==> config.mk <==
export PLATFORM = sky130hd
export DESIGN_NAME = seq_alu
export DESIGN_NICKNAME = d
export VERILOG_FILES = /design/src/rtl/seq_alu.sv
export SDC_FILE = /design/constraint.sdc
export NUM_CORES = 1
export LEC_CHECK = 0
export BUFFER_PORTS_ARGS = -buffer_cell sky130_fd_sc_hd__buf_2
export CAP_MARGIN = 20
export CELL_PAD_IN_SITES_DETAIL_PLACEMENT = 1
export CELL_PAD_IN_SITES_GLOBAL_PLACEMENT = 1
export CORE_AREA = 2 2 86 88
export CTS_BUF_LIST = sky130_fd_sc_hd__clkbuf_8
export DETAILED_ROUTE_END_ITERATION = 10
export DIE_AREA = 0 0 88 90
export HOLD_SLACK_MARGIN = 0.15
export PLACE_DENSITY = 0.91
export SYNTH_ARGS = -nofsm -noshare
export SYNTH_HDL_FRONTEND = slang
export SYNTH_SLANG_ARGS = --single-unit
==> constraint.sdc <==
create_clock -name CLK -period 3.5 [get_ports CLK]
set_input_delay 0.525 -clock CLK [delete_from_list [all_inputs] [get_ports CLK]]
set_output_delay 0.525 -clock CLK [all_outputs]
set_load 0.02 [all_outputs]
==> src/rtl/seq_alu.sv <==
// Multi-cycle ALU: operands latched on start, single-cycle logic/add ops,
// shift-add multiply over WIDTH clocks and one-bit-per-clock shifts.
module seq_alu #(
  parameter int WIDTH = 8
) (
  input  logic             CLK,
  input  logic             RESET,
  input  logic             start,
  input  logic [2:0]       select,
  input  logic [WIDTH-1:0] data1,
  input  logic [WIDTH-1:0] data2,
  output logic [WIDTH-1:0] result,
  output logic             zero,
  output logic             busy,
  output logic             done
);

  localparam int SHW = $clog2(WIDTH);

  localparam logic [2:0] OP_MOV = 3'd0;
  localparam logic [2:0] OP_ADD = 3'd1;
  localparam logic [2:0] OP_AND = 3'd2;
  localparam logic [2:0] OP_OR  = 3'd3;
  localparam logic [2:0] OP_MUL = 3'd4;
  localparam logic [2:0] OP_SLL = 3'd5;
  localparam logic [2:0] OP_SRL = 3'd6;

  typedef enum logic [1:0] {IDLE, RUN, DONE} state_t;

  state_t           state, state_next;
  logic [2:0]       op;
  logic [WIDTH-1:0] work, mplier, acc;
  logic [SHW-1:0]   cnt;
  logic [SHW-1:0]   amt;
  logic             accept, single, last;
  logic [WIDTH-1:0] alu_out, acc_next, shift_next, run_out;

  assign amt    = data2[SHW-1:0];
  assign accept = start && (state != RUN);
  assign single = (select != OP_MUL) && !(select[2] && (amt != '0));
  assign last   = (cnt == '0);

  always_comb begin
    alu_out = data1;
    case (select)
      OP_MOV:  alu_out = data2;
      OP_ADD:  alu_out = data1 + data2;
      OP_AND:  alu_out = data1 & data2;
      OP_OR:   alu_out = data1 | data2;
      default: alu_out = data1;
    endcase
  end

  // work holds the shifting multiplicand for MUL, or the value being shifted
  always_comb begin
    acc_next = acc + (mplier[0] ? work : '0);
    case (op)
      OP_SLL:  shift_next = {work[WIDTH-2:0], 1'b0};
      OP_SRL:  shift_next = {1'b0, work[WIDTH-1:1]};
      default: shift_next = {work[WIDTH-1], work[WIDTH-1:1]};
    endcase
    run_out = (op == OP_MUL) ? acc_next : shift_next;
  end

  always_ff @(posedge CLK) begin
    if (RESET) state <= IDLE;
    else       state <= state_next;
  end

  always_comb begin
    state_next = state;
    case (state)
      IDLE, DONE: begin
        if (accept) state_next = single ? DONE : RUN;
        else        state_next = IDLE;
      end
      RUN:     state_next = last ? DONE : RUN;
      default: state_next = IDLE;
    endcase
  end

  always_comb begin
    busy = (state == RUN);
    done = (state == DONE);
  end

  // result/zero are written only on the completion edge
  always_ff @(posedge CLK) begin
    if (RESET) begin
      result <= '0;
      zero   <= 1'b1;
      op     <= OP_MOV;
      work   <= '0;
      mplier <= '0;
      acc    <= '0;
      cnt    <= '0;
    end else if (accept) begin
      op     <= select;
      work   <= data1;
      mplier <= data2;
      acc    <= '0;
      cnt    <= (select == OP_MUL) ? SHW'(WIDTH - 1) : amt - SHW'(1);
      if (single) begin
        result <= alu_out;
        zero   <= (alu_out == '0);
      end
    end else if (state == RUN) begin
      work   <= (op == OP_MUL) ? (work << 1) : shift_next;
      mplier <= mplier >> 1;
      acc    <= acc_next;
      cnt    <= cnt - SHW'(1);
      if (last) begin
        result <= run_out;
        zero   <= (run_out == '0);
      end
    end
  end

endmodule
==> reports/metrics.cfg <==
[drt]
top_layer = met4
vias = 3058
post-route-drc-count = 0
vias_per_cell = 5.88
routed_wl_um = 9290
dr_wl_met2_um = 4820
route.met3.wl_um = 233
drtIter0Drc = 245
wl_met1_um = 4030
ant_nets = 0
wl_per_cell_um = 17.9
firstDrtPassIters = 4

[critical_path]
end_kind = flip-flop
rrSetupSlack_ps = 670
worstPathArrival_ps = 3100
crit_required_ps = 3760
cp_slowest_cell = fa_1
path_class = flip-flop to flip-flop
crit_chain = and2_1, ha_1, fa_1, a211oi_1, nor3b_1, o31ai_2, mux2i_1, nand3_1, nor4_1, a21o_1
critPathBufInv = 0
start_kind = flip-flop
worstReg2RegStart = mplier[0]$_SDFFE_PP0P_
worst-path-max-fanout = 9
r2r_cells = 10
max_stage_delay_ps = 410
r2r_end = zero$_SDFFE_PP1P_
cp_top_family = compound AO/OA/AOI/OAI gates

[floorplanning]
core_um2 = 7020
ioPinCount = 33
core.rowCount = 31
die_w_um = 88
die_h_um = 90
die-area_um2 = 7920
start_util_pct = 45.1

[cells_and_area]
n_antenna_cell = 0
n_fill_cell = 866
fin_cells = 520
final-seq-area_um2 = 821
final_nets = 471
area_growth_syn_to_layout_pct = 11.2
drive_above_1_share_pct = 13.1
multi_input_area_um2 = 2130

[placed_design]
dp.cells = 512
io_buffers = 32
hpwlAfterDp_um = 6840
place_ws_ps = 694
place_congestion = 0.869

[logic_synthesis]
async_flop_share_pct = 0
syn-cell-area_um2 = 3170
yosysSeqAreaShare_pct = 25.9
postSynthCellCount = 400
synth_edf_count = 0
synth_ff_type = dfxtp_1
synth.distinct_cells = 54
synth-seq-cells = 41
avgSynthCellArea_um2 = 7.91
syn_nets = 451
ys_warn_count = 0

[timing]
finalSetupTns_ps = 0
hold_viol = 0
report.final.slew_viol_count = 0
max_slew_margin_pct = 45.0
tightest_slew_ps = 825
setup_ws_ps = 669
hold_ws_ps = 466
period_needed_ps = 2830
rsz0062_at_grt = false
min_period_over_period_pct = 80.9
skew_ps = 9.07
max_freq_mhz = 353
setup_viol = 0

[hold_path]
worstHoldPathCells = 1
hp-class = flip-flop to flip-flop
hold_end = cnt[2]$_SDFFE_PP0P_
hp-start = cnt[2]$_SDFFE_PP0P_

[clocking]
cts.sinks = 41
htree_num_levels = 2
post_cts_buffers = 0
clk_path_buf_depth = 2
clock_latency_ps = 310
clkTransAtPathRegs_ps = 100
postCtsResizedCells = 0
cts_root_buf = clkbuf_8
cts-buffers-inserted = 5
hold_buffers = 0
cts_tree = done

[outcome]
status = completed

[global_routing]
grt_pass1_vias = 3231
grt-ovfl-total = 0
grt_max_degree = 42
antenna_found_initial = 0
grt_usage_pct = 24.6
grt_pass1_wl_um = 15700

[power_and_ir_drop]
p_switching_mw = 0.438
swShare_pct = 32.4
p_leak_nw = 1.59
power.density_nw_per_um2 = 385
vdd_ir_drop_max_mv = 0.164
p_clk_share_pct = 35.9
combPwrFrac_pct = 24.9
power_frac_seq_pct = 39.2
p_int_mw = 0.917
totalPowerFinal_mw = 1.36

[run]
drv_cap = 0

logic make-up after synthesis:
group	Yosys count	share of synthesized area, %
XOR/XNOR	11	3.04
adder cells (fa/ha/maj)	29	11.9
AND/OR/NAND/NOR	129	18.3
flip-flops	41	25.9
buffers and inverters	54	6.76
multiplexers	24	8.58
AO/OA/AOI/OAI	112	25.5
through the flow:
| stage | area [um^2] | util (%) |
|---|---|---|
| 2_1_floorplan | 3170 | - |
| 3_3_place_gp | 3380 | 48.2 |
| 3_5_place_dp | 3380 | 48.2 |
| 4_1_cts | 3520 | 50.1 |
| 5_1_grt | 3520 | 50.1 |
| 6_report | 3520 | 50.1 |
per-layer routing:
| layer | global-route usage, % | vias to the layer above |
|---|---|---|
| met1 | 31.2 | 1527 |
| met5 | 0 | - |
| li1 | - | 1459 |
| met2 | 42.9 | 55 |
| met4 | 6.79 | 0 |
| met3 | 3.21 | 17 |
cells in the final DEF (no fill, tap or decap), types with 5 or more instances in the layout:
master	netlist	final
and2_1	9	9
o21ai_0	10	10
a31oi_1	6	6
a21oi_1	28	28
xor2_1	6	6
nor2_1	48	48
nor3_1	9	9
and3_1	5	5
dfxtp_1	41	41
inv_1	28	28
clkbuf_8	0	5
a311oi_1	6	6
mux2i_1	20	20
nor2b_1	7	7
xnor2_1	5	5
nand3_1	6	6
ha_1	27	27
buf_2	6	32
nand2_1	36	36
a211oi_1	23	23
worst max-delay path by stage:
stage	startpoint	end	slack, ps	cells after the start
finish	mplier[0]$_SDFFE_PP0P_	zero$_SDFFE_PP1P_	670	10
global route	mplier[0]$_SDFFE_PP0P_	zero$_SDFFE_PP1P_	400	10
CTS	mplier[0]$_SDFFE_PP0P_	zero$_SDFFE_PP1P_	670	10
detailed placement	data1[0]	zero$_SDFFE_PP1P_	690	10
global placement	data1[0]	zero$_SDFFE_PP1P_	800	10
floorplan	data1[0]	zero$_SDFFE_PP1P_	1010	9
layout make-up:
cell class,instances,share of cell area [%]
clock inverters,3,1.96
flip-flops and latches,41,23.3
multi-input cells,305,60.5
repair buffers,36,5.40
inverters,31,3.31
clock buffers,5,1.96
well taps,99,3.52
sequential cells by signal, indices dropped and copies added, names as in the netlist:
| signal | count |
|---|---|
| acc | 8 |
| cnt | 3 |
| mplier | 8 |
| op | 3 |
| result | 8 |
| state | 2 |
| work | 8 |
| zero | 1 |
synth_stat cells (5+ instances only):
cell | count | area [um^2]
nor2_1 | 48 | 180
dfxtp_1 | 41 | 821
nand2_1 | 36 | 135
a21oi_1 | 28 | 140
inv_1 | 28 | 105
ha_1 | 27 | 338
a211oi_1 | 23 | 173
mux2i_1 | 20 | 200
clkbuf_1 | 12 | 45.0
o21ai_0 | 10 | 50.1
and2_1 | 9 | 56.3
nor3_1 | 9 | 45.0
nor2b_1 | 7 | 43.8
a311oi_1 | 6 | 52.6
a31oi_1 | 6 | 37.5
buf_2 | 6 | 30.0
nand3_1 | 6 | 30.0
xor2_1 | 6 | 52.6
and3_1 | 5 | 31.3
xnor2_1 | 5 | 43.8
worst register-to-register path, stage by stage, from the launching register on:
cell and delay, ps:
dfxtp_1 400, and2_1 170, ha_1 200, fa_1 410
a211oi_1 330, nor3b_1 140, o31ai_2 280, mux2i_1 230
nand3_1 140, nor4_1 310, a21o_1 160
power groups by stage:
| stage | Combinational (mW) | Clock (mW) | Sequential [mW] |
|---|---|---|---|
| floorplan | 0.230 | 0 | 0.542 |
| global placement | 0.316 | 0 | 0.539 |
| detailed placement | 0.333 | 0 | 0.541 |
| CTS | 0.336 | 0.488 | 0.531 |
| global route | 0.370 | 0.513 | 0.537 |
| finish | 0.338 | 0.487 | 0.531 |
(Power assumes the default switching activity.)
